<file path="src/rtl/scmp_useq_pkg.sv">
// rtl/scmp_useq_pkg.sv - shared types and constants for the SC/MP microcode sequencer
package scmp_useq_pak;

    localparam int DEF_PC_W = 8;
    localparam logic [7:0] DEF_IRQ_VEC = 8'hF0;

    typedef logic [DEF_PC_W-1:0] MPC_t;

    // Which source feeds the next micro-PC, in priority order.
    typedef enum logic [2:0] {
        SEL_HOLD,
        SEL_DECODE,
        SEL_RET,
        SEL_CJMP,
        SEL_FETCH,
        SEL_IRQ,
        SEL_REL
    } SEQ_SEL_t;

endpackage

</file>
<file path="src/rtl/scmp_useq_stack.sv">
// rtl/scmp_useq_stack.sv - return-address LIFO with combined push/pop replace
module scmp_useq_stack #(
    parameter int PC_W    = 8,
    parameter int STACK_D = 4
) (
    input  logic                             clk,
    input  logic                             rst_n,
    input  logic                             push,
    input  logic                             pop,
    input  logic [PC_W-1:0]                  din,
    output logic [PC_W-1:0]                  dout,
    output logic [$clog2(STACK_D+1)-1:0]     sp,
    output logic                             full,
    output logic                             empty
);

    localparam int SP_W = $clog2(STACK_D+1);

    logic [PC_W-1:0] mem [STACK_D];
    logic            wr_en;
    logic [SP_W-1:0] wr_idx;
    logic [SP_W-1:0] sp_nxt;
    logic [SP_W-1:0] top_idx;

    assign full    = (sp == SP_W'(STACK_D));
    assign empty   = (sp == '0);
    assign top_idx = sp - SP_W'(1);

    always_comb begin
        dout = '0;
        for (int i = 0; i < STACK_D; i++) begin
            if (!empty && top_idx == SP_W'(i)) dout = mem[i];
        end
    end

    // Push+pop overwrites the top in place; on an empty stack it degenerates to a plain push.
    always_comb begin
        wr_en  = 1'b0;
        wr_idx = sp;
        sp_nxt = sp;
        if (push && pop) begin
            wr_en  = 1'b1;
            wr_idx = empty ? '0 : top_idx;
            sp_nxt = empty ? SP_W'(1) : sp;
        end else if (push && !full) begin
            wr_en  = 1'b1;
            wr_idx = sp;
            sp_nxt = sp + SP_W'(1);
        end else if (pop && !empty) begin
            sp_nxt = top_idx;
        end
    end

    always_ff @(posedge clk or negedge rst_n) begin
        if (!rst_n) begin
            sp <= '0;
            for (int i = 0; i < STACK_D; i++) mem[i] <= '0;
        end else begin
            sp <= sp_nxt;
            for (int i = 0; i < STACK_D; i++) begin
                if (wr_en && wr_idx == SP_W'(i)) mem[i] <= din;
            end
        end
    end

endmodule

</file>
<file path="src/rtl/scmp_useq.sv">
// rtl/scmp_useq.sv - SC/MP microcode sequencer: next micro-PC, return stack, irq trap
module scmp_useq
    import scmp_useq_pak::*;
#(
    parameter int              PC_W    = 8,
    parameter int              COND_W  = 9,
    parameter int              STACK_D = 4,
    parameter logic [PC_W-1:0] IRQ_VEC = PC_W'(DEF_IRQ_VEC)
) (
    input  logic                          clk,
    input  logic                          rst_n,
    input  logic                          stall,
    input  logic                          uw_decode,
    input  logic                          uw_ret,
    input  logic                          uw_call,
    input  logic                          uw_cond_jmp,
    input  logic [PC_W-1:0]               uw_nextpc,
    input  logic [COND_W-1:0]             uw_cond_mask,
    input  logic [COND_W-1:0]             uw_cond_xor,
    input  logic [COND_W-1:0]             cond_in,
    input  logic [PC_W-1:0]               op_pc,
    input  logic                          irq_req,
    output logic [PC_W-1:0]               mc_pc,
    output logic                          cond,
    output logic                          irq_ack,
    output logic [$clog2(STACK_D+1)-1:0]  sp,
    output logic                          err_ovf,
    output logic                          err_unf
);

    SEQ_SEL_t        sel;
    logic [PC_W-1:0] pc_inc;
    logic [PC_W-1:0] pc_nxt;
    logic [PC_W-1:0] stk_dout;
    logic            push;
    logic            pop;
    logic            stk_full;
    logic            stk_empty;

    assign cond   = |((cond_in ^ uw_cond_xor) & uw_cond_mask);
    assign pc_inc = mc_pc + PC_W'(1);

    // Interrupts are only taken at a fetch boundary so a macro-instruction is never split.
    always_comb begin
        sel = SEL_REL;
        if (stall)                     sel = SEL_HOLD;
        else if (uw_decode)            sel = SEL_DECODE;
        else if (uw_ret)               sel = SEL_RET;
        else if (uw_cond_jmp && cond)  sel = SEL_CJMP;
        else if (uw_nextpc == '0)      sel = irq_req ? SEL_IRQ : SEL_FETCH;
    end

    always_comb begin
        pc_nxt = mc_pc;
        case (sel)
            SEL_HOLD:   pc_nxt = mc_pc;
            SEL_DECODE: pc_nxt = op_pc;
            SEL_RET:    pc_nxt = stk_dout;
            SEL_CJMP:   pc_nxt = pc_inc;
            SEL_FETCH:  pc_nxt = '0;
            SEL_IRQ:    pc_nxt = IRQ_VEC;
            SEL_REL:    pc_nxt = mc_pc + uw_nextpc;
            default:    pc_nxt = mc_pc;
        endcase
    end

    assign push = uw_call && !stall;
    assign pop  = (sel == SEL_RET);

    always_ff @(posedge clk or negedge rst_n) begin
        if (!rst_n) begin
            mc_pc   <= '0;
            irq_ack <= 1'b0;
            err_ovf <= 1'b0;
            err_unf <= 1'b0;
        end else begin
            mc_pc   <= pc_nxt;
            irq_ack <= (sel == SEL_IRQ);
            if (pop && stk_empty)          err_unf <= 1'b1;
            if (push && !pop && stk_full)  err_ovf <= 1'b1;
        end
    end

    scmp_useq_stack #(
        .PC_W    (PC_W),
        .STACK_D (STACK_D)
    ) u_stack (
        .clk   (clk),
        .rst_n (rst_n),
        .push  (push),
        .pop   (pop),
        .din   (pc_inc),
        .dout  (stk_dout),
        .sp    (sp),
        .full  (stk_full),
        .empty (stk_empty)
    );

endmodule
</file>
<file path="config.mk">
export PLATFORM = sky130hd
export DESIGN_NAME = scmp_useq
export DESIGN_NICKNAME = d
export VERILOG_FILES = /design/src/rtl/scmp_useq_pkg.sv /design/src/rtl/scmp_useq_stack.sv /design/src/rtl/scmp_useq.sv
export SDC_FILE = /design/constraint.sdc
export NUM_CORES = 1
export LEC_CHECK = 0
export BUFFER_PORTS_ARGS = -buffer_cell sky130_fd_sc_hd__buf_2
export CAP_MARGIN = 0
export CORE_MARGIN = 5
export CORE_UTILIZATION = 55
export DETAILED_ROUTE_END_ITERATION = 6
export GPL_TIMING_DRIVEN = 0
export PLACE_DENSITY = 0.87
export SKIP_CTS_REPAIR_TIMING = 1
export SLEW_MARGIN = 0
export SYNTH_ARGS = -nofsm -noshare
export SYNTH_HDL_FRONTEND = slang
export SYNTH_SLANG_ARGS = --single-unit
</file>
<file path="constraint.sdc">
create_clock -name clk -period 4.66 [get_ports clk]
set_input_delay 0.233 -clock clk [delete_from_list [all_inputs] [get_ports clk]]
set_output_delay 0.233 -clock clk [all_outputs]
set_load 0.02 [all_outputs]
</file>
==> results.txt <==
Routed wire per std cell = 16.5 um
WHS = 0.103 ns
gr usage total = 0.229
Synth top cells by count = nand2_1 (48), dfrtp_1 (46), o21ai_0 (26), a21oi_1 (20), xor2_1 (17)
row count = 26
Mean Syn Cell Area = 9.24 um2
relative slew slack = 0.313
worst-margin pin slew = 1.03 ns
layout cell share with drive strength beyond 1 = 0.237
P&R area growth vs syn = 17.4%
post-synth top area share = 0.384
ant diodes = 0
DR vias/cell = 5.95
post-route antenna net violation count = 0
Clock Latency Late Sink = 0.31 ns
initial core utilization = 0.575
routed vias = 2,772
routed wire length = 7680 um
Arrival @ worst endpoint = 2.85 ns
setup tns final = 0 ns
Tot Pwr = 1.90 mW
top-count cell post-synth = nand2_1
vias in the first global route = 2,751
GR Overflow Total = 0
min cycle time layout = 2.60 ns
clk buf depth = 2
Worst Hold Class = primary input to async pin
Peak VDD IR = 0.000263 V
DRC Markers = 0
CP max FO = 10
TritonCTS clock tree = done
fin crit share = 0.559
die area = 0.00702 mm2
CTS HTree Levels = 2
Core ar. = 0.00520 mm2
RSZ-0062 raised after global routing = false
I/O pin total = 66
CP Launch Type = flip-flop
P per Cell Area = 542 mW/mm2
clock sinks = 46
# setup viols final = 0
reg2reg end = mc_pc[5]
CTS Root Cell = clkbuf_8
Main synth FF type = dfrtp_1
Worst EP required = 4.90 ns
Yosys warnings = 0
max_cap viols = 0
drt first pass iters = 7
reg-to-reg slack, setup = 2.06 ns
final hold vios = 0
TritonCTS Buffers = 5
Leak = 1.65 nW
Core Util, Final = 0.675
skew final = 0.0102 ns
share of the yosys chip area belonging to registers = 0.384
RR Startpoint = u_stack.sp[0]
EDFF count, synth = 0
Final Max Tran Viols = 0
outcome = finished, final reports clean
mapped cell area = 0.00299 mm2
f_max = 384 MHz
post-synth top area cell = dfrtp_1
largest net degree at the start of global routing = 47
post-synthesis register bit count = 46
library cells used by synthesis = 56
Final nets = 461
synthesized instance count = 324
Placer Congestion = 0.887
async set-reset flop share out of synthesis = 1.00
Worst setup EP type = flip-flop
die width = 83.8 um
Port Buffers = 64
critical path type = flip-flop to flip-flop
largest cells by area after synthesis = dfrtp_1 (38%), nand2_1 (6.0%), ha_1 (5.9%)
initial drt markers = 242
die extent in y = 83.8 um
FF-to-FF path depth = 8
Post-Syn Nets = 390
CTS clk-pin slew, worst paths = 0.10 ns
global-route wire length before repair = 13,300 um
initial antenna violation count = 0
Detail Placement HPWL = 5820 um
-- cells by family after synthesis --
group / count (synthesis) / synth area share
AOI/OAI and AO/OA: 109 / 0.236
xor gates and xnor gates: 23 / 0.0673
adders and majority gates: 15 / 0.0652
buffers and inverters: 23 / 0.0368
DFF: 46 / 0.384
muxes: 12 / 0.0485
and+or+nand+nor: 96 / 0.162
-- registers in the layout (all words and copies together) (netlist names) --
register,count
err_ovf,1
u_stack.sp,3
mc_pc,8
irq_ack,1
u_stack.mem,32
err_unf,1
-- worst max-delay path by stage --
stage | start | to | slack (ns) | depth (start not counted)
floorplan | u_stack.sp[0] | u_stack.mem[2] | 2.20 | 7
global placement | u_stack.sp[0] | mc_pc[5] | 2.12 | 8
detailed placement | u_stack.sp[0] | mc_pc[5] | 2.11 | 8
CTS | u_stack.sp[0] | mc_pc[6] | 2.08 | 8
global route | u_stack.sp[1] | u_stack.mem[27] | 1.85 | 9
finish | u_stack.sp[0] | mc_pc[5] | 2.06 | 8
-- worst max-delay path: stages, from the launching register on --
cell and delay, ns:
dfrtp_1 0.53, inv_1 0.18, ha_1 0.24, ha_1 0.33
nor3_1 0.71, a32oi_1 0.19, nand2_1 0.11, o21ai_0 0.10
a21oi_1 0.15
-- layer usage --
layer  GRT usage  vias up  part of all wire
met5           0        -                 0
met3      0.0582       10             0.077
li1            -     1335                 -
met1       0.282     1288              0.42
met2       0.385      139              0.49
met4      0.0863        0             0.015
-- cell usage in the layout (no fill, tap or decap), types with 2 or more instances in the layout --
master,instances
a221o_1,3
o211ai_1,3
mux2_2,4
a22o_1,6
a22oi_1,9
nand3_1,7
mux2_4,4
inv_1,5
o22ai_1,8
a21o_1,3
buf_2,68
clkbuf_8,5
buf_6,2
o21ai_1,11
nor2_1,9
a41o_1,2
dfrtp_1,46
a32oi_1,3
nor2b_1,5
a31oi_1,3
nand2_1,48
and3_1,3
mux2i_1,4
o21ai_0,26
or3_1,2
nand2b_1,3
xnor2_1,6
ha_1,14
nand4_1,2
nor4_1,2
nor3_1,6
a221oi_1,3
a21oi_1,20
xor2_1,17
clkbuf_1,9
-- per-stage QoR --
stage                     instance area, um2  setup slack, ns  std cells
final                                   3510             2.06        466
after global routing                    3510             1.85        466
after CTS                               3510             2.08        466
after detailed placement                3400             2.11        458
after global placement                  3400             2.12        458
after floorplan                         2990             2.20        324
-- where the power goes --
group	leakage [nW]	total, mW	internal, mW	switching [mW]
Clock	0.0585	0.305	0.161	0.144
Combinational	1.03	0.900	0.380	0.520
Sequential	0.561	0.700	0.564	0.136
-- cell type report --
type / instances / area, um2
flip-flops and latches: 46 / 1150
well taps: 70 / 87.6
clock inverters: 3 / 43.8
multi-input cells: 255 / 1730
repair buffers: 64 / 320
inverters: 6 / 22.5
fillers: 397 / 1690
clock buffers: 5 / 68.8
plain buffers: 17 / 87.6
Note: power is estimated with default switching activity, not from simulation.
